File: config.mk
export PLATFORM = sky130hd
export DESIGN_NAME = seq_divider
export DESIGN_NICKNAME = d
export VERILOG_FILES = /design/src/rtl/seq_divider.sv
export SDC_FILE = /design/constraint.sdc
export NUM_CORES = 1
export LEC_CHECK = 0
export ABC_AREA = 1
export CORE_ASPECT_RATIO = 1.4
export CORE_MARGIN = 3
export CORE_UTILIZATION = 57
export DETAILED_ROUTE_END_ITERATION = 10
export PLACE_DENSITY = 0.81
export SLEW_MARGIN = 20
export SYNTH_ARGS = -nofsm -noshare
export SYNTH_HDL_FRONTEND = slang
export SYNTH_SLANG_ARGS = --single-unit
File: constraint.sdc
create_clock -name clk -period 11.6 [get_ports clk]
set_input_delay 3.48 -clock clk [delete_from_list [all_inputs] [get_ports clk]]
set_output_delay 3.48 -clock clk [all_outputs]
set_load 0.02 [all_outputs]
File: src/rtl/seq_divider.sv
// seq_divider: multi-cycle restoring divider, one quotient bit per clock.
// Start/done handshake; results hold until the next accepted start.
// Optional macro DIV_SIGNED_EN: two's complement operands, truncating division.
module seq_divider #(
  parameter int unsigned WIDTH = 32,
  parameter int unsigned CNT_W = 7
) (
  input  logic             clk,
  input  logic             rst,
  input  logic             start,
  input  logic [WIDTH-1:0] dividend,
  input  logic [WIDTH-1:0] divisor,
  output logic             ready,
  output logic             busy,
  output logic             done,
  output logic [WIDTH-1:0] quotient,
  output logic [WIDTH-1:0] remainder,
  output logic             div_by_zero
);

  typedef enum logic [1:0] {
    S_IDLE = 2'd0,
    S_CALC = 2'd1,
    S_FIN  = 2'd2,
    S_DONE = 2'd3
  } state_t;

  state_t             r_state;
  state_t             w_next;
  logic [WIDTH-1:0]   r_rem;
  logic [WIDTH-1:0]   r_q;
  logic [WIDTH-1:0]   r_div;
  logic [WIDTH-1:0]   r_dvd;
  logic [CNT_W-1:0]   r_cnt;
  logic               r_dbz;
  logic               w_accept;
  logic               w_div_zero;
  logic [WIDTH-1:0]   w_dvd_mag;
  logic [WIDTH-1:0]   w_dvs_mag;
  logic [WIDTH:0]     w_shift;
  logic [WIDTH-1:0]   w_sub;
  logic               w_ge;
  logic [WIDTH-1:0]   w_q_fix;
  logic [WIDTH-1:0]   w_r_fix;

  assign w_accept   = start && ((r_state == S_IDLE) || (r_state == S_DONE));
  assign w_div_zero = (divisor == '0);

`ifdef DIV_SIGNED_EN
  logic r_neg_q;
  logic r_neg_r;

  // Magnitudes of the operands; MIN maps onto itself, which is correct unsigned
  assign w_dvd_mag = dividend[WIDTH-1] ? (-dividend) : dividend;
  assign w_dvs_mag = divisor[WIDTH-1]  ? (-divisor)  : divisor;
  assign w_q_fix   = r_neg_q ? (-r_q)   : r_q;
  assign w_r_fix   = r_neg_r ? (-r_rem) : r_rem;
`else
  assign w_dvd_mag = dividend;
  assign w_dvs_mag = divisor;
  assign w_q_fix   = r_q;
  assign w_r_fix   = r_rem;
`endif

  // Trial subtraction on the shifted partial remainder
  assign w_shift = {r_rem, r_q[WIDTH-1]};
  assign w_ge    = (w_shift >= {1'b0, r_div});
  assign w_sub   = w_shift[WIDTH-1:0] - r_div;

  // State register
  always_ff @(posedge clk or posedge rst) begin
    if (rst) r_state <= S_IDLE;
    else     r_state <= w_next;
  end

  // Next-state logic
  always_comb begin
    w_next = r_state;
    case (r_state)
      S_IDLE, S_DONE: if (w_accept) w_next = w_div_zero ? S_FIN : S_CALC;
      S_CALC:         if (r_cnt == CNT_W'(1)) w_next = S_FIN;
      S_FIN:          w_next = S_DONE;
      default:        w_next = S_IDLE;
    endcase
  end

  // Operand capture and one restoring iteration per CALC cycle
  always_ff @(posedge clk or posedge rst) begin
    if (rst) begin
      r_rem <= '0;
      r_q   <= '0;
      r_div <= '0;
      r_dvd <= '0;
      r_cnt <= '0;
      r_dbz <= 1'b0;
`ifdef DIV_SIGNED_EN
      r_neg_q <= 1'b0;
      r_neg_r <= 1'b0;
`endif
    end else if (w_accept) begin
      r_rem <= '0;
      r_q   <= w_dvd_mag;
      r_div <= w_dvs_mag;
      r_dvd <= dividend;
      r_cnt <= CNT_W'(WIDTH);
      r_dbz <= w_div_zero;
`ifdef DIV_SIGNED_EN
      r_neg_q <= dividend[WIDTH-1] ^ divisor[WIDTH-1];
      r_neg_r <= dividend[WIDTH-1];
`endif
    end else if (r_state == S_CALC) begin
      r_rem <= w_ge ? w_sub : w_shift[WIDTH-1:0];
      r_q   <= {r_q[WIDTH-2:0], w_ge};
      r_cnt <= r_cnt - CNT_W'(1);
    end
  end

  // Registered handshake and result outputs; results load only in FIN
  always_ff @(posedge clk or posedge rst) begin
    if (rst) begin
      ready       <= 1'b1;
      busy        <= 1'b0;
      done        <= 1'b0;
      quotient    <= '0;
      remainder   <= '0;
      div_by_zero <= 1'b0;
    end else begin
      ready <= (w_next == S_IDLE) || (w_next == S_DONE);
      busy  <= (w_next == S_CALC) || (w_next == S_FIN);
      done  <= (r_state == S_FIN);
      if (r_state == S_FIN) begin
        div_by_zero <= r_dbz;
        if (r_dbz) begin
          quotient  <= '1;
          remainder <= r_dvd;
        end else begin
          quotient  <= w_q_fix;
          remainder <= w_r_fix;
        end
      end
    end
  end

endmodule

# Yosys cells after proc, flatten, opt, wreduce, memory -nomap -nowiden
# Index checks and enable logic that the tools add are counted.
# op_classes
magnitude_cmp	1
add_sub_neg	2
mux	13
reduce_logical	9
n_eq_ne	7
# ops
op	n
32-bit two-way mux	7
33-bit by 32-bit >= comparator with 1-bit output	1
32-bit zero test	1
32-bit subtractor	1
7-bit two-way mux	2
2-bit == test, second input constant	4
7-bit by 1-bit == test with 1-bit output, second input constant	1
7-bit by 1-bit subtractor with 7-bit output, second input constant	1
2-bit two-way mux	3
2-bit one-hot mux with 3 select lines	1
2-bit by 1-bit == test with 1-bit output, second input constant	2
2-bit zero test	2
1-bit logical OR	3
2-bit nonzero test	1
2-bit OR reduction	1
1-bit logical AND	1
# totals
out_inout_bits	68
reg_bits	206
wordCells	45
in_bits	67

# Depth between registers and ports, before layout
# Gate-level depths: netlist of the first run.
# logic_depth
depth_word	7
mapped_depth	16
mapped_depth_nobuf	16

# Least setup slack after synthesis of the first run
# Ideal clock, no wire load.
# synth_path
path_kind	input to register
from	in start
to	reg r_q[1]
slack_ns	7.015
n_path_buf	1
arrival_time_ns	4.495
t_required_ns	11.510
setup_time_ns	0.090
path_stages	6
cell_sequence	nand2_1 > inv_2 > nor2_1 > clkinv_1 > clkbuf_1 > o221ai_1
# synth_between
elab_chain_len	2
elab_cells_between_ends	3
classes_between	1 x mux; 2 x reduce/logical
# synth_lines
item	line	source
start, declared	10	input logic start,
1-bit logical AND (*)	46	assign w_accept = start && ((r_state == S_IDLE) || (r_state == S_DONE));
32-bit two-way mux or 2-bit nonzero test (tied branches)	--	
end signal, assigned	102	r_q <= w_dvd_mag;
end signal, assigned	113	r_q <= {r_q[WIDTH-2:0], w_ge};
end, declared	31	logic [WIDTH-1:0] r_q;
# Every way passes the cells marked *; elsewhere a longest branch is shown, timed or not.
# A chain may end at the register's enable or synchronous reset.

# Final worst setup path of the first run
# layout_path
from	in start
to	reg r_q[12]
# The elaborated chain is that of the path after synthesis.

==> run_results.csv, run 1 <==
group,metric,value,unit
clock_tree,tritoncts,"done",
sta,fin_crit,5915,ps
clock_tree,hold_buffers,0,
pwr,p_leak,7.108,nW
sta,worst_pin_slew,991.7,ps
final_layout,drive_gt1_frac,0.04921,
global_routing,antenna_found_initial,0,
hold_path,whs_endpoint,"r_dvd[6]",
hold_path,worstHoldStart,"r_dvd[6]",
sta,skew,24.59,ps
routing,drt_wl_total,30280,um
routing,drc,0,
yosys,synth.distinct_cells,39,
floorplan,num_rows,60,
sta,final-setup-viol-count,0,
clock_tree,clock_latency,500,ps
setup_path,rr_worst_depth,8,
routing,vias_per_cell,5.345,
setup_path,required,11960,ps
global_routing,grt_pass1_vias,10070,
routing,first_iter_violations,711,
final_layout,multi_input_area,5114,um2
global_routing,grt_pass1_wl,49880,um
clock_tree,cts_buffers,20,
final_layout,nNetsFinal,1737,
yosys,synth_cells,1527,
floorplan,ios,135,
setup_path,regToRegEndpoint,"r_q[12]",
routing,wl_per_cell,15.99,um
floorplan,start_util,0.5858,
clock_tree,path_clk_slew,60,ps
yosys,ys_ff_latch,206,
routing,num_vias,10120,
yosys,synth_area_leaders,"dfrtp_1 45%, nand2_1 18%, inv_1 7.4%, o21ai_0 4.5%, ha_1 4.0%",
hold_path,worstHoldPathCells,2,
pwr,powerDensity,322.3,nW/um2
clock_tree,cts_num_sinks,206,
final_layout,n_antenna_cell,0,
sta,relSlewSlack,0.3389,
yosys,yosysTopAreaCell,"dfrtp_1",
routing,first_pass_iters,5,
flow_run,cap_violations,0,
floorplan,die_width,125.5,um
floorplan,core_area,19440,um2
final_layout,seq_area,5156,um2
placement,port_buffers,134,
clock_tree,cts_resized,0,
sta,fmax,0.1691,GHz
yosys,syn_area,11390,um2
sta,hold_viol,0,
setup_path,r2r-start,"r_state[0]",
setup_path,cp_cell_sequence,"clkdlybuf4s50_1, nand2_2, inv_2, nor2_1, buf_4, clkinv_1, o221ai_1",
setup_path,slowest_stage,"clkinv_1",
clock_tree,root_buffer,"clkbuf_16",
setup_path,arrival,6270,ps
floorplan,dieHeight,173.3,um
setup_path,startpoint_type,"input pin",
yosys,yosys_warnings,0,
pwr,ir_drop,0.0001815,V
final_layout,area_delta_synth_final,18.53,%
setup_path,crit_path_max_incr_delay,840,ps
yosys,ys_seq_area_frac,0.4527,
yosys,avgSynthCellArea,7.459,um2
final_layout,fin_util,0.6943,
setup_path,path_max_fanout,42,
outcome,status,"completed",
floorplan,dieArea,21740,um2
routing,ant_nets,0,
clock_tree,clk_path_buf_depth,3,
placement,place.detailed.hpwl,22490,um
setup_path,rrSetupSlack,8370,ps
placement,gp_congestion,0.9444,
setup_path,criticalPathCategory,"input pin to flip-flop",
global_routing,grt_max_degree,125,
final_layout,fill_cells,1640,
sta,rsz0062_at_grt,"false",
global_routing,grt_use_total,0.2772,
yosys,synth_top_area_frac,0.4504,
sta,fin_setup_tns,0,ps
clock_tree,cts_setup_buffers,0,
sta,slew_viol_final,0,
yosys,syn-num-nets,1631,
clock_tree,cts_max_level,1,
global_routing,grt_overflow,0,
setup_path,cp-end-kind,"flip-flop",
hold_path,hp-class,"flip-flop to flip-flop",
sta,finalCritPeriodShare,0.5099,
==> layout make-up <==
type / instances / area share
repair buffers: 140 / 0.1030
multi-input cells: 1029 / 0.3788
well taps: 248 / 0.02298
clock inverters: 7 / 0.003336
flip-flops and latches: 206 / 0.3819
inverters: 236 / 0.06617
clock buffers: 28 / 0.04384
==> cell families (layout without fill, tap and decap cells) <==
family / after synthesis / count (layout) / share of synthesized area
flip-flops: 206 / 206 / 0.4527
buffers and inverters: 292 / 411 / 0.09898
XOR/XNOR: 14 / 14 / 0.01077
AND/OR/NAND/NOR: 780 / 780 / 0.2905
adder cells (fa/ha/maj): 37 / 37 / 0.04130
AO/OA/AOI/OAI: 198 / 198 / 0.1058
==> per-layer routing <==
layer / up-vias / GRT usage / routed length [um]
met5: - / 0 / 0
li1: 5036 / - / -
met1: 4707 / 0.3482 / 12340
met4: 0 / 0.1139 / 1367
met3: 81 / 0.02312 / 1206
met2: 299 / 0.4915 / 15360
==> power breakdown <==
group | total [mW] | switching [mW] | internal, mW | leakage (nW)
clock network | 0.629 | 0.272 | 0.357 | 0.315
registers | 1.24 | 0.200 | 1.04 | 2.62
logic | 2.48 | 1.60 | 0.881 | 4.18
==> worst max-delay path by stage <==
| stage | slack (ps) | cells after the start | from | end |
|---|---|---|---|---|
| global placement | 5430 | 7 | start | r_q[24] |
| finish | 5690 | 7 | start | r_q[12] |
| CTS | 5740 | 7 | start | r_q[12] |
| floorplan | 2500 | 1 | rst | busy |
| detailed placement | 5280 | 7 | start | r_q[4] |
| global route | 5450 | 7 | start | r_q[12] |
==> through the flow <==
step                setup slack, ps  cells  hold slack (ps)  area (um2)  power (mW)
floorplan                      2498   1527            433.5       11390       2.991
global placement               5428   1859            456.8       12860       3.634
detailed placement             5284   1859            462.1       12860       3.703
CTS                            5738   1894            475.4       13490       4.355
global route                   5448   1894            495.4       13500       4.731
finish                         5685   1894            479.2       13500       4.352
==> worst max-delay path, delay by kind of cell <==
| kind | cells | cell delay, ps |
|---|---|---|
| buffers and inverters | 4 | 1920 |
| AO/OA/AOI/OAI | 1 | 560 |
| AND/OR/NAND/NOR | 2 | 300 |
==> cells in the mapped netlist <==
master and instances:
nand2_2 7, nor2_2 4, or2_2 2, nor3_2 1, nand3_1 70, and2_1 3, o211ai_1 33, inv_2 10
a21boi_0 1, inv_1 225, xnor2_1 13, nand2_4 1, nand3b_1 26, nor2_4 1, dfstp_2 1, buf_6 3
xor2_1 1, nand2_1 551, a21oi_1 23, buf_2 7, o22ai_1 2, nor4_1 2, clkinv_1 1, o21ai_0 103
nand4_1 13, nor3_1 6, o21bai_1 3, o221ai_1 31, buf_1 6, nand3_2 9, nand2_8 1, nor2_8 1
ha_1 36, clkbuf_1 40, fa_1 1, dfrtp_1 205, a21o_1 1, o21ai_1 1, nor2_1 82
==> state kept, by name, summed over array words and instances, names as in the netlist <==
signal / flops
quotient: 32
r_div: 32
r_dvd: 32
r_q: 32
r_rem: 32
remainder: 32
r_cnt: 7
r_state: 2
busy: 1
div_by_zero: 1
done: 1
r_dbz: 1
ready: 1
==> cell usage in the layout (no fill, tap or decap), drive strengths merged, types with 3 or more instances in the layout <==
| cell | synthesis | final |
|---|---|---|
| ha | 36 | 36 |
| o21bai | 3 | 3 |
| clkinv | 1 | 7 |
| buf | 16 | 6 |
| o211ai | 33 | 33 |
| nand4 | 13 | 13 |
| clkdlybuf4s50 | 0 | 134 |
| nand2 | 560 | 560 |
| o221ai | 31 | 31 |
| a21oi | 23 | 23 |
| o21ai | 104 | 104 |
| nand3b | 26 | 26 |
| nor3 | 7 | 7 |
| xnor2 | 13 | 13 |
| dfrtp | 205 | 205 |
| and2 | 3 | 3 |
| clkbuf | 40 | 28 |
| nand3 | 79 | 79 |
| inv | 235 | 235 |
| nor2 | 88 | 88 |
Power figures use the tool's default switching activity.
==> run 2: changes to the inputs <==
Settings changed: CORE_UTILIZATION 57 to 51, PLACE_DENSITY 0.81 to 0.77.
Clock period 11.6 ns to 5 ns, I/O delays scaled along.
==> run_results.csv, run 2 (synthesized netlist as in run 1, its figures left out) <==
group,metric,value,unit
setup_path,r2r-start,"r_state[0]",
final_layout,mostFrequentLayoutCells,"550 x nand2_1, 224 x inv_1, 205 x dfrtp_1",
setup_path,required,5370,ps
sta,hold_viol,0,
clock_tree,cts_num_sinks,206,
setup_path,worstSetupEndpoint,"r_q[27]",
hold_path,hp-class,"flip-flop to flip-flop",
final_layout,nNetsFinal,1740,
sta,final-setup-viol-count,0,
routing,drt_wl_total,28880,um
sta,slew_viol_final,0,
final_layout,area_delta_synth_final,19.72,%
flow_run,cap_violations,0,
clock_tree,root_buffer,"clkbuf_16",
sta,relSlewSlack,0.2826,
floorplan,core_area,21940,um2
routing,num_vias,10120,
clock_tree,tritoncts,"done",
global_routing,grt_pass1_vias,9696,
setup_path,cp-end-kind,"flip-flop",
setup_path,criticalPathCategory,"input pin to flip-flop",
setup_path,critPathLaunch,"start",
setup_path,path_max_fanout,40,
setup_path,rr_worst_depth,7,
clock_tree,cts_max_level,1,
setup_path,regToRegEndpoint,"r_q[27]",
floorplan,dieArea,24190,um2
final_layout,fill_cells,2012,
global_routing,grt_use_total,0.2363,
floorplan,die_width,132.3,um
clock_tree,cts_setup_buffers,0,
final_layout,n_antenna_cell,0,
final_layout,fin_area,13640,um2
floorplan,dieHeight,182.8,um
clock_tree,cts_resized,0,
sta,finalCritPeriodShare,0.7498,
clock_tree,clk_path_buf_depth,3,
routing,vias_per_cell,5.202,
routing,drc,0,
routing,ant_nets,0,
pwr,p_leak,7.118,nW
sta,fmax,0.2667,GHz
placement,gp_congestion,0.9839,
sta,worst_pin_slew,1075,ps
pwr,finalPower,10.10,mW
final_layout,fin_cells,1946,
final_layout,fin_util,0.6215,
floorplan,start_util,0.5191,
clock_tree,path_clk_slew,60,ps
pwr,powerDensity,740.4,nW/um2
sta,whs,475.4,ps
placement,placed_cells,1910,
pwr,ir_drop,0.0003502,V
routing,first_iter_violations,615,
placement,dpl_worst_slack,794.0,ps
sta,fin_crit,3749,ps
final_layout,layout_commonest_cell,"nand2_1",
global_routing,grt_overflow,0,
routing,first_pass_iters,6,
sta,fin_setup_tns,0,ps
sta,rsz0062_at_grt,"false",
placement,port_buffers,134,
setup_path,rrSetupSlack,1900,ps
sta,skew,11.24,ps
final_layout,drive_gt1_frac,0.05215,
clock_tree,clock_latency,490,ps
global_routing,grt_pass1_wl,47580,um
routing,wl_per_cell,14.84,um
floorplan,ios,135,
setup_path,arrival,4120,ps
clock_tree,hold_buffers,0,
placement,post_dp_cell_area,12950,um2
sta,fin_ws,1251,ps
clock_tree,cts_buffers,20,
global_routing,grt_max_degree,95,
setup_path,startpoint_type,"input pin",
placement,place.detailed.hpwl,22050,um
global_routing,antenna_found_initial,0,
outcome,status,"completed",
floorplan,num_rows,64,
-- run 2: layer usage --
layer  global-route usage  up-vias  routed length [um]
met3              0.02497       80                1410
met5                    0        -                   0
li1                     -     5042                   -
met4              0.09983        0                1334
met1               0.2937     4698               11890
met2               0.4213      304               14250
-- run 2: worst min-delay path by stage --
stage	start	to	slack, ps	depth (start not counted)
2_1_floorplan	r_cnt[3]	r_cnt[3]	430	1
3_3_place_gp	div_by_zero	div_by_zero	450	2
6_report	div_by_zero	div_by_zero	480	2
3_5_place_dp	div_by_zero	div_by_zero	460	2
4_1_cts	div_by_zero	div_by_zero	480	2
5_1_grt	r_dvd[9]	r_dvd[9]	490	2
-- run 2: worst max-delay path: stages --
cell,delay (ps)
clkdlybuf4s50_1,450
nand2_2,600
inv_2,110
nor2_1,170
clkinv_1,740
o221ai_1,530
-- run 2: final cells by class --
class / count / area (um2) / area share
sequential: 206 / 5156 / 0.3781
inverter: 236 / 889.6 / 0.06524
clock inverter: 13 / 118.9 / 0.008717
tap: 297 / 371.6 / 0.02725
multi-input combinational: 1029 / 5114 / 0.3750
clock buffer: 22 / 539.3 / 0.03955
timing repair buffer: 143 / 1446 / 0.1061
-- run 2: where the power goes --
group          internal [mW]  switching [mW]  leakage [nW]
logic                   2.05            3.68          4.19
registers               2.42           0.449          2.62
clock network          0.841           0.655         0.307
